**config.mk**
```make
export PLATFORM = sky130hd
export DESIGN_NAME = mc_datapath_seq
export DESIGN_NICKNAME = d
export VERILOG_FILES = /design/src/rtl/mc_datapath_seq.sv
export SDC_FILE = /design/constraint.sdc
export NUM_CORES = 2
export LEC_CHECK = 0
export BUFFER_PORTS_ARGS = -buffer_cell sky130_fd_sc_hd__buf_2
export CAP_MARGIN = 25
export CELL_PAD_IN_SITES_DETAIL_PLACEMENT = 1
export CELL_PAD_IN_SITES_GLOBAL_PLACEMENT = 2
export CORE_ASPECT_RATIO = 1.5
export CORE_MARGIN = 2
export CORE_UTILIZATION = 41
export DETAILED_ROUTE_END_ITERATION = 8
export GPL_TIMING_DRIVEN = 0
export PLACE_DENSITY_LB_ADDON = 0.1
export SYNTH_ARGS = -nofsm -noshare
export SYNTH_HDL_FRONTEND = slang
export SYNTH_SLANG_ARGS = --single-unit
```
**constraint.sdc**
```tcl
create_clock -name clk -period 5.43 [get_ports clk]
set_clock_uncertainty 0.05 [all_clocks]
set_input_delay 0.2715 -clock clk [delete_from_list [all_inputs] [get_ports clk]]
set_output_delay 0.2715 -clock clk [all_outputs]
set_load 0.02 [all_outputs]
```
**src/rtl/mc_datapath_seq.sv**
```systemverilog
// mc_datapath_seq: multicycle RISC datapath that runs its own FETCH/DECODE/EXEC/MEM/WB sequence
// over req/ack instruction and data ports. Define MC_DP_PERF_EN to add retired/stall counters.
module mc_datapath_seq #(
   parameter int              XLEN     = 32,
   parameter int              NREG     = 32,
   parameter logic [XLEN-1:0] PC_RESET = '0,
   localparam int             RW       = $clog2(NREG)
) (
   input  logic            clk,
   input  logic            rst_n,
   output logic            imem_req_o,
   output logic [XLEN-1:0] imem_addr_o,
   input  logic            imem_ack_i,
   input  logic [XLEN-1:0] imem_rdata_i,
   output logic            dmem_req_o,
   output logic            dmem_we_o,
   output logic [XLEN-1:0] dmem_addr_o,
   output logic [XLEN-1:0] dmem_wdata_o,
   input  logic            dmem_ack_i,
   input  logic [XLEN-1:0] dmem_rdata_i,
   output logic [XLEN-1:0] ir_o,
   input  logic [RW-1:0]   rs1_i,
   input  logic [RW-1:0]   rs2_i,
   input  logic [RW-1:0]   rd_i,
   input  logic [XLEN-1:0] imm_i,
   input  logic [3:0]      alu_func_i,
   input  logic            src_a_npc_i,
   input  logic            src_b_imm_i,
   input  logic            mem_rd_i,
   input  logic            mem_wr_i,
   input  logic            wdata_npc_i,
   input  logic            wb_en_i,
   input  logic            wb_alu_i,
   input  logic            br_en_i,
   input  logic [1:0]      br_cond_i,
   input  logic            ret_i,
   input  logic            halt_i,
`ifdef MC_DP_PERF_EN
   output logic [XLEN-1:0] perf_retired_o,
   output logic [XLEN-1:0] perf_stall_o,
`endif
   output logic [2:0]      phase_o
);

   localparam int SHW = $clog2(XLEN);

   typedef enum logic [2:0] {
      PH_FETCH  = 3'd0,
      PH_DECODE = 3'd1,
      PH_EXEC   = 3'd2,
      PH_MEM    = 3'd3,
      PH_WB     = 3'd4,
      PH_HALT   = 3'd7
   } phase_e;

   phase_e                    phase_q, phase_d;
   logic [XLEN-1:0]           pc_q, pc_d;
   logic [XLEN-1:0]           ir_q, ir_d;
   logic [XLEN-1:0]           a_q, a_d;
   logic [XLEN-1:0]           b_q, b_d;
   logic [XLEN-1:0]           imm_q, imm_d;
   logic [XLEN-1:0]           alu_q, alu_d;
   logic [XLEN-1:0]           lmd_q, lmd_d;
   logic [XLEN-1:0]           npc_q, npc_d;
   logic [NREG-1:0][XLEN-1:0] rf_q;

   logic                      rf_we;
   logic [XLEN-1:0]           wb_data;
   logic [XLEN-1:0]           rs1_val, rs2_val;
   logic [XLEN-1:0]           op_a, op_b, alu_res;
   logic [SHW-1:0]            shamt;
   logic                      br_take;

   // R0 is never written, but force zero on read so the rule holds regardless of rf contents.
   assign rs1_val = (rs1_i == '0) ? '0 : rf_q[rs1_i];
   assign rs2_val = (rs2_i == '0) ? '0 : rf_q[rs2_i];
   assign wb_data = wb_alu_i ? alu_q : lmd_q;

   always_comb begin
      op_a  = src_a_npc_i ? npc_q : a_q;
      op_b  = src_b_imm_i ? imm_q : b_q;
      shamt = op_b[SHW-1:0];
      case (alu_func_i)
         4'd0:    alu_res = op_a + op_b;
         4'd1:    alu_res = op_a - op_b;
         4'd2:    alu_res = op_a & op_b;
         4'd3:    alu_res = op_a | op_b;
         4'd4:    alu_res = op_a ^ op_b;
         4'd5:    alu_res = ~op_a;
         4'd6:    alu_res = op_a << shamt;
         4'd7:    alu_res = op_a >> shamt;
         4'd8:    alu_res = $signed(op_a) >>> shamt;
         4'd9:    alu_res = {{(XLEN-1){1'b0}}, ($signed(op_a) < $signed(op_b))};
         default: alu_res = op_b;
      endcase
   end

   always_comb begin
      case (br_cond_i)
         2'b00:   br_take = (a_q == '0);
         2'b01:   br_take = ~a_q[XLEN-1] && (a_q != '0);
         2'b10:   br_take = a_q[XLEN-1];
         default: br_take = 1'b1;
      endcase
   end

   always_comb begin
      phase_d = phase_q;
      pc_d    = pc_q;
      ir_d    = ir_q;
      a_d     = a_q;
      b_d     = b_q;
      imm_d   = imm_q;
      alu_d   = alu_q;
      lmd_d   = lmd_q;
      npc_d   = npc_q;
      rf_we   = 1'b0;
      case (phase_q)
         PH_FETCH: begin
            if (imem_ack_i) begin
               ir_d    = imem_rdata_i;
               npc_d   = pc_q + XLEN'(1);
               phase_d = PH_DECODE;
            end
         end
         PH_DECODE: begin
            a_d     = rs1_val;
            b_d     = rs2_val;
            imm_d   = imm_i;
            phase_d = halt_i ? PH_HALT : PH_EXEC;
         end
         PH_EXEC: begin
            alu_d   = alu_res;
            phase_d = (mem_rd_i || mem_wr_i) ? PH_MEM : PH_WB;
         end
         PH_MEM: begin
            if (dmem_ack_i) begin
               // A combined rd+wr request is a write, so LMD only follows pure reads.
               if (!mem_wr_i) lmd_d = dmem_rdata_i;
               phase_d = PH_WB;
            end
         end
         PH_WB: begin
            rf_we   = wb_en_i && (rd_i != '0);
            pc_d    = ret_i ? lmd_q : (br_en_i && br_take) ? alu_q : npc_q;
            phase_d = PH_FETCH;
         end
         PH_HALT: phase_d = PH_HALT;
         default: phase_d = PH_FETCH;
      endcase
   end

   always_ff @(posedge clk or negedge rst_n) begin
      if (!rst_n) begin
         phase_q <= PH_FETCH;
         pc_q    <= PC_RESET;
         ir_q    <= '0;
         a_q     <= '0;
         b_q     <= '0;
         imm_q   <= '0;
         alu_q   <= '0;
         lmd_q   <= '0;
         npc_q   <= '0;
      end else begin
         phase_q <= phase_d;
         pc_q    <= pc_d;
         ir_q    <= ir_d;
         a_q     <= a_d;
         b_q     <= b_d;
         imm_q   <= imm_d;
         alu_q   <= alu_d;
         lmd_q   <= lmd_d;
         npc_q   <= npc_d;
      end
   end

   always_ff @(posedge clk or negedge rst_n) begin
      if (!rst_n)     rf_q        <= '0;
      else if (rf_we) rf_q[rd_i] <= wb_data;
   end

   // Fetch request is gated by rst_n so it drops the moment reset asserts.
   assign imem_req_o   = (phase_q == PH_FETCH) && rst_n;
   assign imem_addr_o  = pc_q;
   assign dmem_req_o   = (phase_q == PH_MEM);
   assign dmem_we_o    = (phase_q == PH_MEM) && mem_wr_i;
   assign dmem_addr_o  = alu_q;
   assign dmem_wdata_o = wdata_npc_i ? npc_q : b_q;
   assign ir_o         = ir_q;
   assign phase_o      = phase_q;

`ifdef MC_DP_PERF_EN
   logic [XLEN-1:0] retired_q, stall_q;

   always_ff @(posedge clk or negedge rst_n) begin
      if (!rst_n) begin
         retired_q <= '0;
         stall_q   <= '0;
      end else begin
         if (phase_q == PH_WB) retired_q <= retired_q + XLEN'(1);
         if ((phase_q == PH_FETCH && !imem_ack_i) || (phase_q == PH_MEM && !dmem_ack_i))
            stall_q <= stall_q + XLEN'(1);
      end
   end

   assign perf_retired_o = retired_q;
   assign perf_stall_o   = stall_q;
`endif

endmodule

```
==> flow_summary_export.csv <==
group,metric,value,unit
worst_setup_path,crit_arrival,6.13,ns
grt,grt-ovfl-total,0,
floorplanning,fp.dieArea,182300,µm²
worst_setup_path,critPathRequiredTime,6.05,ns
sta,drv_slew,0,
clock_tree,clockRootBuffer,"clkbuf_16",
placement,placedCellCount,10481,
sta,fin_tns_setup,-0.2391,ns
sta,setup_viol,5,
cells_and_area,area_growth,17.28,%
floorplanning,design.core.area,178100,µm²
cells_and_area,multiInputGateArea,38170,µm²
grt,grt.total_usage,43.85,%
pwr,switching_power,20.65,mW
worst_setup_path,cp-startpoint,"b_q[3]",
pwr,p_clk_share,23.4,%
floorplanning,num_io_pins,265,
worst_setup_path,crit_fanout,19,
worst_setup_path,r2r_cells,15,
pwr,power_leakage,37.32,nW
drt,drt_first_pass_iters,5,
cells_and_area,final.fill_count,20304,
sta,fin_crit,5.506,ns
hold_path,hold_class,"in2async",
clock_tree,clk_pin_slew,0.06,ns
worst_setup_path,slowest_stage,"clkbuf_2",
pwr,pwr-share-seq,31.9,%
placement,hpwl,325900,µm
pwr,combPwrFrac,44.7,%
drt,ant_nets,0,
drt,drc,0,
grt,grt_pass1_vias,75173,
pwr,ir_drop,0.3197,mV
drt,finalWirelength,401700,µm
sta,rsz0062_at_grt,"no",
grt,grt_pass1_wl,561800,µm
sta,max_slew_margin,16.26,%
cells_and_area,nets,8687,
synthesis,synth.yosys.seq_area_share,43.80,%
status,failed_checks,"negative setup slack",
placement,place_congestion,1.065,
worst_setup_path,end_kind,"flip-flop",
sta,fin_ws,-0.07590,ns
synthesis,ys_types,87,
floorplanning,start_util,41.17,%
floorplanning,fp.dieW,349.3,µm
sta,holdWs,0.01815,ns
cells_and_area,final_cell_mix,"dfrtp_1, nand2_1, o21ai_0, a21oi_1, clkbuf_1",
worst_setup_path,r2r_start,"b_q[3]",
drt,drt-vias-per-instance,6.423,
cells_and_area,layout_commonest_cell,"dfrtp_1",
clock_tree,cts_tree,"done",
sta,finalCritPeriodShare,101.4,%
sta,clock.fmax,181.6,MHz
sta,worstMarginPinSlew,1.243,ns
clock_tree,h-tree-depth,4,
grt,antenna_found_initial,34,
pwr,p_int,22.97,mW
worst_setup_path,reg2reg_to,"dmem_addr_o[31]",
grt,grt_max_degree,159,
synthesis,async_flop_share,100.0,%
pwr,p_total,43.62,mW
clock_tree,cts_buffers,148,
synthesis,synth_area,73310,µm²
synthesis,syn_area_per_cell,9.407,µm²
worst_setup_path,critPathLaunchType,"flip-flop",
status,run_status,"finished with violations",
clock_tree,clockBufferDepth,4,
pwr,swShare,47.35,%
worst_setup_path,crit_path_end,"dmem_addr_o[31]",
synthesis,synth_flop_cell,"dfrtp_1",
synthesis,syn_inst,7793,
worst_setup_path,crit_type,"reg2reg",
drt,drt_iter0_drc,5817,
floorplanning,die_height,521.9,µm
worst_setup_path,timing.critical_path.slowest_cell_delay,0.59,ns
worst_setup_path,reg2reg_slack,-0.08,ns
drt,wl_per_cell,36.87,µm
placement,port_buffers,254,
floorplanning,placementRows,190,
cells_and_area,final-seq-area,32110,µm²
clock_tree,cts.sinks,1283,
cells_and_area,drive_gt1_share,15.05,%
drt,num_vias,69979,
pwr,p_per_area,507.4,nW/µm²
synthesis,synth_edf_count,0,
sta,hold_viol,0,
clock_tree,clkLatencyLatePin,0.87,ns
worst_setup_path,cp_cell_sequence,"mux2i_2 -> clkbuf_2 -> clkbuf_1 -> buf_8 -> ha_1 -> o211ai_1 -> o21ai_1 -> o21a_1 -> o21ai_2 -> or4_1 -> a31oi_1 -> a31oi_2 -> mux2i_1 -> a211oi_1 -> a311oi_1",
synthesis,synth_warnings,0,
synthesis,syn_nets,8024,
job,cap_violations,0,
cells_and_area,stdcell_count,10895,
synthesis,synth_seq_cells,1283,
==> layout make-up <==
| cell class | instances | share of cell area (%) |
|---|---|---|
| buffer | 726 | 3.295 |
| multi-input combinational | 5676 | 44.39 |
| antenna | 31 | 0.09023 |
| clock buffer | 193 | 4.833 |
| timing repair buffer | 525 | 5.589 |
| sequential | 1283 | 37.34 |
| tap | 2304 | 3.353 |
| clock inverter | 61 | 0.6826 |
| inverter | 96 | 0.4206 |
==> sequential cells by signal, indices dropped and copies added, names as in the netlist <==
name / count
phase_o: 3
imm_q: 32
rf_q: 1024
imem_addr_o: 32
lmd_q: 32
dmem_addr_o: 32
b_q: 32
ir_o: 32
a_q: 32
npc_q: 32
==> worst max-delay path, delay by kind of cell, from the launching register on <==
family / cells / cell delay (ns)
multiplexers: 2 / 0.70
AO/OA/AOI/OAI: 8 / 2.06
flip-flops: 1 / 0.48
adder cells (fa/ha/maj): 1 / 0.29
AND/OR/NAND/NOR: 1 / 0.57
buffers and inverters: 3 / 1.09
==> power by group through the flow <==
stage / logic, mW / registers, mW / clock network, mW
2_1_floorplan: 9.81 / 13.1 / 0
3_3_place_gp: 17.7 / 13.8 / 0
3_5_place_dp: 18.4 / 13.9 / 0
4_1_cts: 18.6 / 13.8 / 10.3
5_1_grt: 20.3 / 14.0 / 10.6
6_report: 19.5 / 13.9 / 10.2
==> stage by stage <==
step	worst slack, ns	cell area, µm²	utilization (%)
2_1_floorplan	1.100	73310	-
3_3_place_gp	-25.09	77460	43.50
3_5_place_dp	-1.943	79500	44.65
4_1_cts	0.02832	85390	47.96
5_1_grt	0.01912	85920	48.25
6_report	-0.07590	85970	48.28
==> cell families after synthesis <==
| logic type | after synthesis | synth area share (%) |
|---|---|---|
| AO/OA/AOI/OAI | 2449 | 18.84 |
| adder cells (fa/ha/maj) | 100 | 1.727 |
| flip-flops | 1283 | 43.80 |
| XOR/XNOR | 40 | 0.4779 |
| multiplexers | 1074 | 19.67 |
| AND/OR/NAND/NOR | 2013 | 11.10 |
| buffers and inverters | 834 | 4.383 |
==> layer usage <==
metal	vias up	GRT usage [%]	part of all wire, %
li1	29493	-	-
met1	35792	43.53	33
met2	3162	75.07	50
met3	1522	9.304	6.1
met4	10	43.01	12
met5	-	0	0.021
==> repair_timing <==
action                                  in CTS  in global routing
pin swaps                                    0                  0
endpoints found under the setup margin      27                 14
setup buffers                                3                  1
endpoints found under the hold margin      438                  0
hold buffers                               109                  0
resized for setup                           21                 12
==> synthesized netlist by cell type, drive strengths merged (58+ instances only) <==
master,n,area [µm²]
nand2,1148,4309
clkbuf,582,2185
a21oi,758,3797
o21ai,1112,5565
o221ai,139,1217
o22ai,156,975.9
inv,95,356.6
mux2,257,2894
buf,156,668.1
nor2,565,2123
mux4,264,5946
dfrtp,1283,32110
ha,98,1226
mux2i,553,5579
nor3,118,590.6
nand3,58,290.3
==> how the worst min path moves through the flow <==
stage,start,end,slack [ns],cells after the start
finish,rst_n,rf_q[347],0.02,3
CTS,rst_n,rf_q[347],0.03,3
detailed placement,rst_n,rf_q[379],0.14,1
floorplan,rst_n,a_q[0],-0.07,0
global route,rst_n,rf_q[346],0.05,3
global placement,rf_q[5],rf_q[5],0.41,1
No activity file was read; power rests on OpenSTA's default activity.
